`config.mk`:
```
export PLATFORM = sky130hd
export DESIGN_NAME = sync_fifo_flags
export DESIGN_NICKNAME = d
export VERILOG_FILES = /design/src/rtl/sync_fifo_flags.sv
export SDC_FILE = /design/constraint.sdc
export NUM_CORES = 1
export LEC_CHECK = 0
export CAP_MARGIN = 20
export CORE_ASPECT_RATIO = 1.2
export CORE_MARGIN = 3
export CORE_UTILIZATION = 36
export CTS_CLUSTER_DIAMETER = 150
export DETAILED_ROUTE_END_ITERATION = 6
export HOLD_SLACK_MARGIN = 0.15
export SETUP_SLACK_MARGIN = 0.1
export SYNTH_ARGS = -nofsm -noshare
export SYNTH_HDL_FRONTEND = slang
export SYNTH_SLANG_ARGS = --single-unit
```
`constraint.sdc`:
```
create_clock -name clk -period 2.3 [get_ports clk]
set_input_delay 0.23 -clock clk [delete_from_list [all_inputs] [get_ports clk]]
set_output_delay 0.23 -clock clk [all_outputs]
set_load 0.01 [all_outputs]
```
`src/rtl/sync_fifo_flags.sv`:
```
// rtl/sync_fifo_flags.sv - single-clock FIFO with occupancy, threshold flags, sticky errors, flush and FWFT mode
//
// Ports:
//   clk, rst_n          clock, asynchronous active-low reset
//   wr_en, din          write request and data
//   rd_en               read / pop request
//   flush               synchronous clear of contents (beats wr_en and rd_en)
//   clr_err             clears overflow/underflow
//   dout, rd_valid      read data and its qualifier (registered or FWFT)
//   full, empty         level == DEPTH, level == 0
//   almost_full         level >= AFULL_THRESH
//   almost_empty        level <= AEMPTY_THRESH
//   level               occupancy 0..DEPTH
//   overflow, underflow sticky error flags

module sync_fifo_flags #(
    parameter int DATA_WIDTH    = 8,
    parameter int ADDR_WIDTH    = 4,
    parameter int FWFT          = 0,
    parameter int AFULL_THRESH  = 12,
    parameter int AEMPTY_THRESH = 2
) (
    input  logic                  clk,
    input  logic                  rst_n,
    input  logic                  wr_en,
    input  logic [DATA_WIDTH-1:0] din,
    input  logic                  rd_en,
    input  logic                  flush,
    input  logic                  clr_err,
    output logic [DATA_WIDTH-1:0] dout,
    output logic                  rd_valid,
    output logic                  full,
    output logic                  empty,
    output logic                  almost_full,
    output logic                  almost_empty,
    output logic [ADDR_WIDTH:0]   level,
    output logic                  overflow,
    output logic                  underflow
);

    localparam int DEPTH = 1 << ADDR_WIDTH;
    localparam logic [ADDR_WIDTH:0] AFULL_LVL  = AFULL_THRESH[ADDR_WIDTH:0];
    localparam logic [ADDR_WIDTH:0] AEMPTY_LVL = AEMPTY_THRESH[ADDR_WIDTH:0];
    localparam logic [ADDR_WIDTH:0] LVL_ONE    = {{ADDR_WIDTH{1'b0}}, 1'b1};

    logic [DATA_WIDTH-1:0] mem [DEPTH];
    logic [ADDR_WIDTH-1:0] wr_ptr;
    logic [ADDR_WIDTH-1:0] rd_ptr;
    logic [ADDR_WIDTH:0]   level_q;
    logic                  wr_acc;
    logic                  rd_acc;

    // level never exceeds DEPTH, so its MSB alone marks the full state
    assign full         = level_q[ADDR_WIDTH];
    assign empty        = (level_q == '0);
    assign almost_full  = (level_q >= AFULL_LVL);
    assign almost_empty = (level_q <= AEMPTY_LVL);
    assign level        = level_q;

    // Acceptance uses the pre-edge level: a write to a full FIFO is refused
    // even when a read frees a slot on the same edge.
    assign wr_acc = wr_en && !full  && !flush;
    assign rd_acc = rd_en && !empty && !flush;

    always_ff @(posedge clk) begin
        if (wr_acc) begin
            mem[wr_ptr] <= din;
        end
    end

    always_ff @(posedge clk or negedge rst_n) begin
        if (!rst_n) begin
            wr_ptr  <= '0;
            rd_ptr  <= '0;
            level_q <= '0;
        end else if (flush) begin
            wr_ptr  <= '0;
            rd_ptr  <= '0;
            level_q <= '0;
        end else begin
            if (wr_acc) begin
                wr_ptr <= wr_ptr + 1'b1;
            end
            if (rd_acc) begin
                rd_ptr <= rd_ptr + 1'b1;
            end
            case ({wr_acc, rd_acc})
                2'b10:   level_q <= level_q + LVL_ONE;
                2'b01:   level_q <= level_q - LVL_ONE;
                default: level_q <= level_q;
            endcase
        end
    end

    // Sticky errors: a new error on the same edge as clr_err keeps the flag set
    always_ff @(posedge clk or negedge rst_n) begin
        if (!rst_n) begin
            overflow  <= 1'b0;
            underflow <= 1'b0;
        end else begin
            overflow  <= (overflow  && !clr_err) || (wr_en && full  && !flush);
            underflow <= (underflow && !clr_err) || (rd_en && empty && !flush);
        end
    end

    generate
        if (FWFT != 0) begin : g_fwft
            // Head word is always visible; rd_en only acknowledges it
            assign dout     = mem[rd_ptr];
            assign rd_valid = !empty;
        end else begin : g_std
            logic [DATA_WIDTH-1:0] dout_q;
            logic                  rd_valid_q;

            always_ff @(posedge clk or negedge rst_n) begin
                if (!rst_n) begin
                    dout_q     <= '0;
                    rd_valid_q <= 1'b0;
                end else begin
                    // flush suppresses rd_acc, which also drops rd_valid
                    rd_valid_q <= rd_acc;
                    if (rd_acc) begin
                        dout_q <= mem[rd_ptr];
                    end
                end
            end

            assign dout     = dout_q;
            assign rd_valid = rd_valid_q;
        end
    endgenerate

endmodule

```
**Word-level counts from Yosys, hierarchy flattened**

Memories as Yosys holds them, arrays and structs flattened. A register that Yosys moved wholly into a read port is not among the register bits.
Cells that the tools add are included.
W data, S select, Z words.

- Divide/modulo/power cells: 0
- Order comparisons: 2
- Reductions and logical operators: 21
- Multiplexer cells: 8
- Bitwise gates (word level): 0
- Multiply operators: 0
- Eq/ne operators: 2
- Add/sub/neg operators: 4
- Shift-type cells: 0

Operator list:

| kind | count |
|---|---|
| $mux W4 | 4 |
| $logic_and A1 B1 Y1 | 10 |
| $pmux W5 S2 | 1 |
| $add A4 B1 Y4 const B | 2 |
| $add A5 B1 Y5 const B | 1 |
| $ge A5 B4 Y1 const B | 1 |
| $le A5 B2 Y1 const B | 1 |
| $logic_not A1 Y1 | 5 |
| $logic_not A5 Y1 | 1 |
| $mux W5 | 1 |
| $sub A5 B1 Y5 const B | 1 |
| $reduce_bool A2 Y1 | 2 |
| $reduce_bool A3 Y1 | 1 |
| $eq A2 B1 Y1 const B | 1 |
| $eq A2 B2 Y1 const B | 1 |
| $logic_or A1 B1 Y1 | 2 |
| $mux W1 | 2 |

- Memories kept: 1
- Latch bits: 0
- Input bits: 14
- ROM bits: 0
- Register bits after elaboration: 16
- Logic and storage cells: 44
- RAM bits: 128
- Output and inout port bits: 20

Memories:

| memory | depth | bits a word | rd ports | clocked after Yosys merged registers in | write ports | line | text |
|---|---|---|---|---|---|---|---|
| mem | 16 | 8 | 1 | 1 | 1 | 46 | `logic [DATA_WIDTH-1:0] mem [DEPTH];` |

**Depth between registers and ports, before layout**

Gate-level depths: netlist of run 1.

- Depth in word-level cells: 7
- Mapped depth: 11
- Depth with buffers taken out: 9

**Worst setup path before layout of run 1**

OpenSTA, ideal clock, no wires.

- Path type: register to register
- Start point: reg level_q[4] (netlist: level[4])
- End point: reg level_q[2] (netlist: level[2])
- Cell stages (with the launch flop): 11
- Buffers on the path: 2
- Clock period less this slack: 2674 ps
- Path slack: -374 ps
- Data arrival time: 2547 ps
- Setup time: 128 ps
- Required time: 2172 ps
- Path through: dfrtp_1 buf_6 or3_4 buf_6 nor2_1 nor3_1 xor2_1 ha_1 or3_1 mux2i_1 mux2_1

- Word-level cells in the longest chain between the ends: 7
- Elaborated cells on any way between the ends: 12
- Classes of those cells: 2 x eq/ne; 2 x mux; 8 x reduce/logical

RTL lines:

| what | line | text |
|---|---|---|
| from (decl) | 49 | `logic [ADDR_WIDTH:0] level_q;` |
| from (signal assigned) | 88 | `2'b10: level_q <= level_q + LVL_ONE;` |
| from (signal assigned) | 89 | `2'b01: level_q <= level_q - LVL_ONE;` |
| from (signal assigned) | 90 | `default: level_q <= level_q;` |
| $logic_not A5 Y1 * | 55 | `assign empty = (level_q == '0);` |
| named net empty | 33 | `output logic empty,` |
| $logic_not A1 Y1 * | 63 | `assign rd_acc = rd_en && !empty && !flush;` |
| $logic_and A1 B1 Y1 * (2 in series) | 63 |  |
| $eq A2 B1 Y1 or $eq A2 B2 Y1 (tied branches) | 87 | `case ({wr_acc, rd_acc})` |
| $pmux W5 S2 | 87 |  |
| $mux W5 | 76 | `end else if (flush) begin` |

The timed path passes the listed nets; every way through them passes the cells marked *.
A chain may end at the register's enable or synchronous reset.

**Worst setup path in the final report of run 1**

- Start point: reg level_q[4] (netlist: level[4])
- End point: reg level_q[2] (netlist: level[2])

- Word-level cells in the longest chain between the ends: 7
- Elaborated cells on any way between the ends: 12
- Classes of those cells: 2 x eq/ne; 2 x mux; 8 x reduce/logical

RTL lines:

| what | line |
|---|---|
| $logic_not A5 Y1 | 55 |
| $logic_not A1 Y1 | 63 |
| $logic_and A1 B1 Y1 (2 in series) | 63 |
| $eq A2 B1 Y1 or $eq A2 B2 Y1 (tied branches) | 87 |
| $pmux W5 S2 | 87 |
| $mux W5 | 76 |

Several ways; a longest one is shown, not always the timed one.

==> results.yml, run 1 <==
status:
  status: "finished, final reports clean"
die:
  core_um2: 17000
  start_util_pct: 37.0
  boundaryPins: 34
  die_area_um2: 19100
  chipHeight_um: 151
  die_x_um: 127
  rows: 52
layout:
  n_antenna_cell: 0
  final_common_cell: "edfxtp_1"
  mostFrequentLayoutCells: "edfxtp_1, mux4_2, clkdlybuf4s50_1, buf_4, dfrtp_1"
  area.growth.synth_to_final_pct: 21.7
  final.fill_count: 1445
  nets: 434
  drive_gt1_share_pct: 26.3
  final_area_um2: 7640
global_routing:
  grt_pass1_wl_mm: 20.0
  grt_max_degree: 33
  grt_pass1_vias: 3532
  track_usage_pct: 14.1
  grt-ovfl-total: 0
  antenna_found_initial: 0
drt:
  dr.pass1.iters: 4
  drc_errors: 0
  drt_wl_total_mm: 12.7
  drtIter0Drc: 252
  vias_per_cell: 5.22
  drtAntennaViolNets: 0
  routedWlPerCell_um: 19.8
  vias: 3351
clocking:
  worstSkewPairLatency_ps: 410
  cts_hold_buffers: 0
  numClockSinks: 152
  cts_inserted_buffers: 17
  clockRootBuffer: "clkbuf_16"
  clock_path_buffers: 2
  cts_tree: "done"
  htree_levels: 4
  clk_pin_slew_ps: 60
worst_setup_path:
  startpoint: "level[4]"
  crit_path_cell_trace: "or3_4, nor2_4, nor3_2, xor2_1, ha_2, or3_1, mux2i_1, mux2_1"
  rrSetupSlack_ps: 100
  worstReg2RegEnd: "level[2]"
  cpMaxStageDelayCell: "or3_4"
  required_ps: 2600
  worstSetupPathType: "flop to flop"
  critPathLaunchType: "flop"
  r2r-start: "level[4]"
  endpoint_kind: "flop"
  critPathArrivalTime_ps: 2490
  cpPeakStageDelay_ps: 410
  reg2reg_depth: 8
  critical_path.max_fanout: 2
placement:
  placed_area_um2: 7080
  place.gp.congestion: 0.811
  post-dp-hpwl_mm: 8.26
  io_buffer_count: 33
sta:
  hold_slack_ps: 185
  finalSetupViolations: 0
  hold_viol_final: 0
  fmax_mhz: 456
  rsz0062_at_grt: "yes"
  worstMarginPinSlew_ps: 782
  maxSlewHeadroom_pct: 47.9
  finalCritPeriodShare_pct: 95.4
  fin_crit_ps: 2200
  drv_slew: 0
  fin_skew_ps: 10.4
synth:
  syn_inst: 349
  syn_area_per_cell_um2: 18.0
  synthArstFlopShare_pct: 15.8
  synth_flop_cell: "edfxtp_1"
  yosys_warnings: 0
  seq_area_frac_synth_pct: 70.8
  synthesis.nets: 370
  synth-edff-count: 128
  ys_types: 46
  synth_area_um2: 6270
  synth_seq_cells: 152
power:
  vdd_drop_max_mv: 0.498
  total_power_uw: 7730
  combPwrFrac_pct: 24.7
  p_leak_uw: 0.00257
  seq_power_share_pct: 42.4
  p_sw_share_pct: 28.8
  p_per_area_nw_per_um2: 1010
  p_int_uw: 5500
  pwr-share-clk_pct: 32.9
  p_switching_uw: 2220
flow_run:
  maxCapViolations: 0
min_path:
  worstHoldPathType: "input pin to async pin"
==> power by group through the flow <==
stage / Combinational [µW] / Clock (µW) / Sequential, µW
floorplan: 1130 / 0 / 3360
global placement: 1910 / 0 / 3320
detailed placement: 1930 / 0 / 3330
CTS: 1930 / 2590 / 3270
global route: 2070 / 2720 / 3290
finish: 1910 / 2540 / 3280
==> critical path: cells and delay by family (launching register included) <==
kind                       cells  cell delay, ps
DFF                            1             380
adders and majority gates      1             180
and+or+nand+nor                4             900
muxes                          2             480
xor gates and xnor gates       1             150
==> stage by stage <==
step	utilization, %	cells	TNS, ps	setup WS [ps]
2_1_floorplan	-	349	-211	-211
3_3_place_gp	41.7	609	0	46.0
3_5_place_dp	41.7	609	-21.4	-21.4
4_1_cts	44.9	642	0	86.6
5_1_grt	45.0	642	0	9.19
6_report	45.0	642	0	105
==> Yosys cell counts, types with 2 or more instances <==
master | n | share of area (%)
nand2_1 | 17 | 1.0
ha_1 | 7 | 1.4
clkbuf_1 | 4 | 0.24
o22ai_1 | 2 | 0.20
or3_1 | 3 | 0.30
o21ai_4 | 2 | 0.52
or2_2 | 2 | 0.20
nor3b_1 | 2 | 0.24
mux4_2 | 32 | 11
inv_1 | 6 | 0.36
buf_2 | 13 | 1.0
and2_1 | 12 | 1.2
xor2_1 | 5 | 0.70
mux2i_1 | 18 | 2.9
nand2b_1 | 4 | 0.40
buf_6 | 2 | 0.36
buf_1 | 2 | 0.12
or3b_2 | 3 | 0.42
a31oi_1 | 2 | 0.20
a2111oi_0 | 2 | 0.28
nor2b_1 | 2 | 0.20
nor2_1 | 12 | 0.72
nor3_1 | 9 | 0.72
dfrtp_1 | 24 | 9.6
o21ai_0 | 5 | 0.40
a21oi_1 | 3 | 0.24
o221ai_1 | 8 | 1.1
edfxtp_1 | 128 | 61
==> kinds of logic after synthesis <==
group / synth area share (%)
AO/OA/AOI/OAI: 4.01
XOR/XNOR: 0.837
adder cells (fa/ha/maj): 1.40
buffers and inverters: 2.29
flip-flops: 70.8
multiplexers: 14.5
AND/OR/NAND/NOR: 6.10
==> state kept, by name (all words and copies together), names as in the netlist <==
register and count:
underflow 1, mem 128, overflow 1, rd_valid 1, level 5, rd_ptr 4, dout 8, wr_ptr 4
==> layout make-up <==
class	instances	area (µm²)	share of cell area, %
Timing Repair Buffer	67	634	8.31
Clock inverter	14	118	1.54
Inverter	7	26.3	0.344
Clock buffer	18	429	5.62
Sequential cell	152	4450	58.2
Tap cell	216	270	3.54
Multi-Input combinational cell	168	1710	22.4
==> per-layer routing <==
layer  share of wire (%)  track usage (%)  up-vias  wire length [µm]
met5                   0                0        -                 0
met4                0.58             3.49        0                74
met3                 5.0             4.36       10               633
met2                  51             23.5      105              6510
met1                  43             18.2     1723              5480
li1                    -                -     1513                 -
==> worst max path at each step <==
stage / end / cells after the start / slack [ps]
after floorplan: level[2] / 10 / -210
after detailed placement: level[2] / 8 / -20
after global placement: level[2] / 8 / 50
final: level[2] / 8 / 100
after global routing: level[2] / 8 / 9
after CTS: level[2] / 8 / 90
==> repair_timing <==
item	in CTS	in global routing
setup endpoints to repair	2	2
hold endpoints to repair	0	0
gates resized for setup	1	1
pin swaps	2	1
setup buffers	1	0
Note: power is estimated with default switching activity, not from simulation.
==> inputs of run 2 (changes only) <==
--- a/config.mk
+++ b/config.mk
@@ -5,7 +5,6 @@
 export SDC_FILE = /design/constraint.sdc
 export NUM_CORES = 1
 export LEC_CHECK = 0
-export CAP_MARGIN = 20
 export CORE_ASPECT_RATIO = 1.2
 export CORE_MARGIN = 3
 export CORE_UTILIZATION = 36
==> results of run 2 <==
No change in the layout: final DEF, timing and power equal those of run 1.
==> inputs of run 3 (changes only) <==
--- a/config.mk
+++ b/config.mk
@@ -12,6 +12,7 @@
 export DETAILED_ROUTE_END_ITERATION = 6
 export HOLD_SLACK_MARGIN = 0.15
 export SETUP_SLACK_MARGIN = 0.1
+export SLEW_MARGIN = 30
 export SYNTH_ARGS = -nofsm -noshare
 export SYNTH_HDL_FRONTEND = slang
 export SYNTH_SLANG_ARGS = --single-unit
==> results of run 3 <==
No change in the layout: final DEF, timing and power equal those of run 1.
